`config.mk`:
```
export PLATFORM = sky130hd
export DESIGN_NAME = pll_lock_supervisor
export DESIGN_NICKNAME = d
export VERILOG_FILES = /design/src/rtl/pll_sup_pkg.sv /design/src/rtl/pll_lock_supervisor_sync_2ff.sv /design/src/rtl/pll_lock_supervisor.sv
export SDC_FILE = /design/constraint.sdc
export NUM_CORES = 1
export LEC_CHECK = 0
export ABC_AREA = 0
export ABC_CLOCK_PERIOD_IN_PS = 1990
export CORE_AREA = 2 2 65 67
export DETAILED_ROUTE_END_ITERATION = 8
export DIE_AREA = 0 0 67 69
export GPL_ROUTABILITY_DRIVEN = 0
export PLACE_DENSITY = 0.69
export SYNTH_ARGS = -nofsm -noshare
export SYNTH_HDL_FRONTEND = slang
export SYNTH_SLANG_ARGS = --single-unit
```
`constraint.sdc`:
```
create_clock -name sys_clk -period 1.99 [get_ports sys_clk]
set_input_delay 0.398 -clock sys_clk [delete_from_list [all_inputs] [get_ports sys_clk]]
set_output_delay 0.398 -clock sys_clk [all_outputs]
set_load 0.005 [all_outputs]
```
`src/rtl/pll_sup_pkg.sv`:
```
// ----------------------------------------------------------------------------
// pll_sup_pkg
// Shared definitions for the PLL lock supervisor:
//   - default timing/retry constants used as parameter defaults
//   - supervisor state enumeration
//   - max3() helper used to size the shared down-counter timer
// ----------------------------------------------------------------------------
package pll_sup_pkg;

    localparam int DEF_RST_PULSE_CYC    = 20;
    localparam int DEF_LOCK_TIMEOUT_CYC = 50000;   // 1 ms at 50 MHz
    localparam int DEF_STABLE_CYC       = 1000;
    localparam int DEF_MAX_RETRY        = 7;

    typedef enum logic [2:0] {
        ST_PLL_RST   = 3'd0,
        ST_WAIT_LOCK = 3'd1,
        ST_STABLE    = 3'd2,
        ST_RUN       = 3'd3,
        ST_FAULT     = 3'd4
    } pll_state_e;

    function automatic int max3(input int a, input int b, input int c);
        int m;
        m = (a > b) ? a : b;
        return (m > c) ? m : c;
    endfunction

endpackage

```
`src/rtl/pll_lock_supervisor_sync_2ff.sv`:
```
// ----------------------------------------------------------------------------
// sync_2ff
// Two-flop synchroniser for a single asynchronous bit.
// Ports:
//   clk_i  - destination clock
//   rst_i  - synchronous active-high reset, both flops load RST_VAL
//   d_i    - asynchronous input
//   q_o    - synchronised output (2-cycle latency)
// ----------------------------------------------------------------------------
module sync_2ff #(
    parameter logic RST_VAL = 1'b0
) (
    input  logic clk_i,
    input  logic rst_i,
    input  logic d_i,
    output logic q_o
);

    logic meta_q;
    logic sync_q;

    always_ff @(posedge clk_i) begin
        if (rst_i) begin
            meta_q <= RST_VAL;
            sync_q <= RST_VAL;
        end else begin
            meta_q <= d_i;
            sync_q <= meta_q;
        end
    end

    assign q_o = sync_q;

endmodule

```
`src/rtl/pll_lock_supervisor.sv`:
```
// ----------------------------------------------------------------------------
// pll_lock_supervisor
// Sequences a PLL out of reset, waits for a stable lock and only then
// releases downstream logic. Lock timeouts are retried until MAX_RETRY
// consecutive failures, after which the block parks in FAULT until rst.
// Ports:
//   sys_clk       - board clock, all logic on the rising edge
//   rst           - synchronous active-high reset
//   pll_locked    - raw PLL lock indicator (asynchronous)
//   force_restart - single-cycle software restart request
//   pll_rst       - active-high reset to the PLL
//   sys_rst_n     - active-low reset to downstream logic
//   ready         - high only while running
//   fault         - high only in FAULT
//   retry_cnt     - lock timeouts since the last entry into RUN
// ----------------------------------------------------------------------------
module pll_lock_supervisor
    import pll_sup_pkg::*;
#(
    parameter int RST_PULSE_CYC    = DEF_RST_PULSE_CYC,
    parameter int LOCK_TIMEOUT_CYC = DEF_LOCK_TIMEOUT_CYC,
    parameter int STABLE_CYC       = DEF_STABLE_CYC,
    parameter int MAX_RETRY        = DEF_MAX_RETRY
) (
    input  logic                           sys_clk,
    input  logic                           rst,
    input  logic                           pll_locked,
    input  logic                           force_restart,
    output logic                           pll_rst,
    output logic                           sys_rst_n,
    output logic                           ready,
    output logic                           fault,
    output logic [$clog2(MAX_RETRY+1)-1:0] retry_cnt
);

    localparam int RETRY_W = $clog2(MAX_RETRY + 1);
    localparam int TMR_W   = $clog2(max3(RST_PULSE_CYC, LOCK_TIMEOUT_CYC, STABLE_CYC) + 1);

    localparam logic [TMR_W-1:0]   RST_LD    = TMR_W'(RST_PULSE_CYC);
    localparam logic [TMR_W-1:0]   LOCK_LD   = TMR_W'(LOCK_TIMEOUT_CYC);
    localparam logic [TMR_W-1:0]   STAB_LD   = TMR_W'(STABLE_CYC);
    localparam logic [TMR_W-1:0]   TMR_ONE   = TMR_W'(1);
    localparam logic [RETRY_W-1:0] RETRY_MAX = RETRY_W'(MAX_RETRY);

    logic locked_s;

    sync_2ff #(
        .RST_VAL (1'b0)
    ) u_lock_sync (
        .clk_i (sys_clk),
        .rst_i (rst),
        .d_i   (pll_locked),
        .q_o   (locked_s)
    );

    pll_state_e         state_q, state_d;
    logic [TMR_W-1:0]   timer_q, timer_d;
    logic [RETRY_W-1:0] retry_q, retry_d;
    logic [RETRY_W-1:0] retry_inc;
    logic               timer_last;

    logic pll_rst_q, sys_rst_n_q, ready_q, fault_q;

    // The timer is loaded with N on state entry and the exit is taken on the
    // edge where it reads 1, so a state loaded with N lasts exactly N cycles.
    assign timer_last = (timer_q <= TMR_ONE);

    // Saturating increment: the count never wraps even if MAX_RETRY is hit.
    assign retry_inc = (retry_q == RETRY_MAX) ? retry_q : retry_q + 1'b1;

    always_comb begin
        state_d = state_q;
        timer_d = timer_q;
        retry_d = retry_q;

        case (state_q)
            ST_PLL_RST: begin
                if (force_restart) begin
                    timer_d = RST_LD;
                end else if (timer_last) begin
                    state_d = ST_WAIT_LOCK;
                    timer_d = LOCK_LD;
                end else begin
                    timer_d = timer_q - 1'b1;
                end
            end

            ST_WAIT_LOCK: begin
                if (force_restart) begin
                    state_d = ST_PLL_RST;
                    timer_d = RST_LD;
                end else if (locked_s) begin
                    // Lock takes priority over a coincident timeout.
                    state_d = ST_STABLE;
                    timer_d = STAB_LD;
                end else if (timer_last) begin
                    retry_d = retry_inc;
                    timer_d = RST_LD;
                    state_d = (retry_inc == RETRY_MAX) ? ST_FAULT : ST_PLL_RST;
                end else begin
                    timer_d = timer_q - 1'b1;
                end
            end

            ST_STABLE: begin
                if (force_restart) begin
                    state_d = ST_PLL_RST;
                    timer_d = RST_LD;
                end else if (!locked_s) begin
                    // A lock glitch is not a timeout: retry budget untouched.
                    state_d = ST_WAIT_LOCK;
                    timer_d = LOCK_LD;
                end else if (timer_last) begin
                    state_d = ST_RUN;
                    retry_d = '0;
                end else begin
                    timer_d = timer_q - 1'b1;
                end
            end

            ST_RUN: begin
                // Restart request and lock loss collapse into one PLL_RST entry.
                if (force_restart || !locked_s) begin
                    state_d = ST_PLL_RST;
                    timer_d = RST_LD;
                end
            end

            ST_FAULT: begin
                // Parked until rst; force_restart deliberately ignored.
            end

            default: begin
                state_d = ST_PLL_RST;
                timer_d = RST_LD;
            end
        endcase
    end

    // Outputs are decoded from the next state so they change on the same
    // edge as the state register, with no combinational input-to-output path.
    always_ff @(posedge sys_clk) begin
        if (rst) begin
            state_q     <= ST_PLL_RST;
            timer_q     <= RST_LD;
            retry_q     <= '0;
            pll_rst_q   <= 1'b1;
            sys_rst_n_q <= 1'b0;
            ready_q     <= 1'b0;
            fault_q     <= 1'b0;
        end else begin
            state_q     <= state_d;
            timer_q     <= timer_d;
            retry_q     <= retry_d;
            pll_rst_q   <= (state_d == ST_PLL_RST) || (state_d == ST_FAULT);
            sys_rst_n_q <= (state_d == ST_RUN);
            ready_q     <= (state_d == ST_RUN);
            fault_q     <= (state_d == ST_FAULT);
        end
    end

    assign pll_rst   = pll_rst_q;
    assign sys_rst_n = sys_rst_n_q;
    assign ready     = ready_q;
    assign fault     = fault_q;
    assign retry_cnt = retry_q;

endmodule

```
==> results.md <==
* Crit end category: flip-flop
* Final Skew at approximately 7.3 ps
* Max-Slew Margin vs Limit at 0.715
* Primary FF master, synth: dfxtp_1
* Fillcell total at 358
* Final Setup Violations at 0
* Cell area after synthesis at 1890 um^2
* Synth cell types at 60
* Top cell by count, worst path: or4_4
* Buffers on Ports at 10
* Flops & latches, synth at 27
* Drt total wl at 5470 um
* CP Data Arrival Time at 2130 ps
* Peak Freq at 510 MHz
* CORE AREA at 3910 um^2
* CTS tree: built
* Reg2Reg Setup Slack at between 20 and 30 ps
* LEAKAGE at 0.966 nW
* Starting DRT DRC Count at 179
* Commonest non-fill, non-tap cell in the layout: buf_4
* Largest net degree at the start of global routing at 27
* Clock latency on the worst-skew pair at ~290 ps
* Worst stage delay on the critical path at approximately 550 ps
* Total CTS buffers at 3
* Via/cell ratio at 6.24
* Diodes inserted at 0
* Worst path cell trace: or4_4 > or4_4 > nor4_4 > nand3b_1 > a31oi_1
* Crit-path slowest cell: or4_4
* Synthesized area per cell at 7.97 um^2
* Worst slew pin tran at 426 ps
* Initial core utilization at 0.483
* Vias in the first global route at 1890
* Worst Path Max Fanout at 6
* Worst-path clk slew at 110 ps
* Async S/R FF share, synth at 0
* Cell Area, Placed at 2370 um^2
* Mapped Nets at 244
* EDFF count, synth at 0
* Via count at around 2100
* Vert. Die Dim at 69 um
* Worst setup margin at 28.9 ps
* Design area at approximately 2500 um^2
* PD cells at 466 nW/um^2
* Crit path launch type: flip-flop
* Nets at 296
* Wire per inst at 16.2 um
* I/O pin total at 11
* RSZ-0062 raised after global routing: true
* Root Buffer: clkbuf_8
* Yosys Warn Count at 0
* Register area at 543 um^2
* Outcome: finished, final reports clean
* Max VDD drop at roughly 360 uV
* Clock Sink Count at 27
* Die span in x at 67 um
* # hold bufs at CTS at 0
* GRT overflow at 0
* Layout area overhead at 33.4%
* Period utilization at 0.985
* Data required, critical path at 2160 ps
* Endpoints failing hold at 0
* GRT Total Usage at 0.243
* Initial antenna violation count at 0
* Most frequent cells in the layout: buf_4 (51), dfxtp_1 (25), nor2_1 (19)
* H-tree levels at 1
* Area of the multi-input gates at between 1000 and 1500 um^2
* First-pass GRT wire length at about 8900 um
* Seq/Total Area, Yosys at 0.286
* Antenna Violating Nets Remaining at 0
* Row count at 23
* Drt pass-1 iters at 4
* Synthesized instance count at 237
* Share of layout cells above drive strength 1 at 0.299
* Min Tclk post-route at 1960 ps
* Worst slack at placement at -111 ps
* Die area at 4620 um^2
* Worst Hold Class: reg -> reg
* Max-Cap Viols at 0
* Clock tree buffer depth at 2
* Dpl hpwl at 3940 um
* Crit path kind: reg -> reg
* DRC viols at 0
* Fin. max-slew vios at 0
final timing paths:
path                                         start               to  depth (start not counted)
worst min-delay path            u_lock_sync.meta_q  u_lock_sync.q_o                          1
worst max register to register          timer_q[4]      timer_q[13]                          5
worst min register to register  u_lock_sync.meta_q  u_lock_sync.q_o                          1
worst max-delay path                    timer_q[4]      timer_q[13]                          5
cells by family after synthesis:
logic type | Yosys count | share of synthesized area
simple gates | 102 | 0.312
compound gates | 72 | 0.276
flops | 27 | 0.286
buf+inv | 24 | 0.0642
xor+xnor | 9 | 0.0417
fa+ha+maj | 3 | 0.0199
flip-flops by register name (all words and copies together) (netlist names):
register and cells:
state_q 3, u_lock_sync.q_o 1, u_lock_sync.meta_q 1, ready 1
fault 1, pll_rst 1, retry_cnt 3, timer_q 16
synthesized netlist by cell type, drive strengths merged (7+ instances only):
| library cell | count | area [um^2] |
|---|---|---|
| dfxtp | 27 | 541 |
| nor2 | 20 | 75.1 |
| nand2 | 18 | 67.6 |
| nor3 | 14 | 81.3 |
| a21oi | 11 | 58.8 |
| nand3 | 11 | 55.1 |
| o21ai | 10 | 57.6 |
| clkbuf | 9 | 36.3 |
| inv | 8 | 30.0 |
| buf | 7 | 55.1 |
metal layers:
layer  vias up  global-route usage  routed length [um]
li1       1003                   -                   -
met1      1020               0.345                2410
met2        78               0.387                2670
met3         9              0.0212                 297
met4         0              0.0658                  98
met5         -                   0                   0
power by group:
part           total [mW]  internal [mW]  switching (mW)
Sequential          0.566          0.554          0.0119
Clock               0.342          0.143           0.199
Combinational       0.267          0.129           0.139
Total                1.17          0.826           0.349
stage by stage:
step | TNS (ps) | std cells | utilization | hold WS [ps] | total power, mW
after floorplan | 0 | 237 | - | 414 | 0.712
after global placement | -1030 | 334 | 0.606 | 416 | 0.816
after detailed placement | -1210 | 334 | 0.606 | 438 | 0.818
after CTS | -18.5 | 338 | 0.623 | 462 | 1.15
after global routing | -129 | 338 | 0.644 | 465 | 1.22
final | 0 | 338 | 0.644 | 460 | 1.17
critical path, delay by kind of cell (launching register included):
family	cells	cell delay, ps
flip-flops	1	360
AO/OA/AOI/OAI	1	80
AND/OR/NAND/NOR	4	1400
layout make-up:
cell class	count	share of cell area
multi-input combinational	186	0.524
sequential	27	0.215
timing repair buffer	63	0.204
tap	50	0.0248
clock buffer	3	0.0164
inverter	8	0.0119
clock inverter	1	0.00298
repair_timing:
action	CTS	global route
pin swaps	1	5
setup endpoints to repair	11	16
buffers inserted	0	0
gates resized for setup	6	19
No activity file was read; power rests on OpenSTA's default activity.
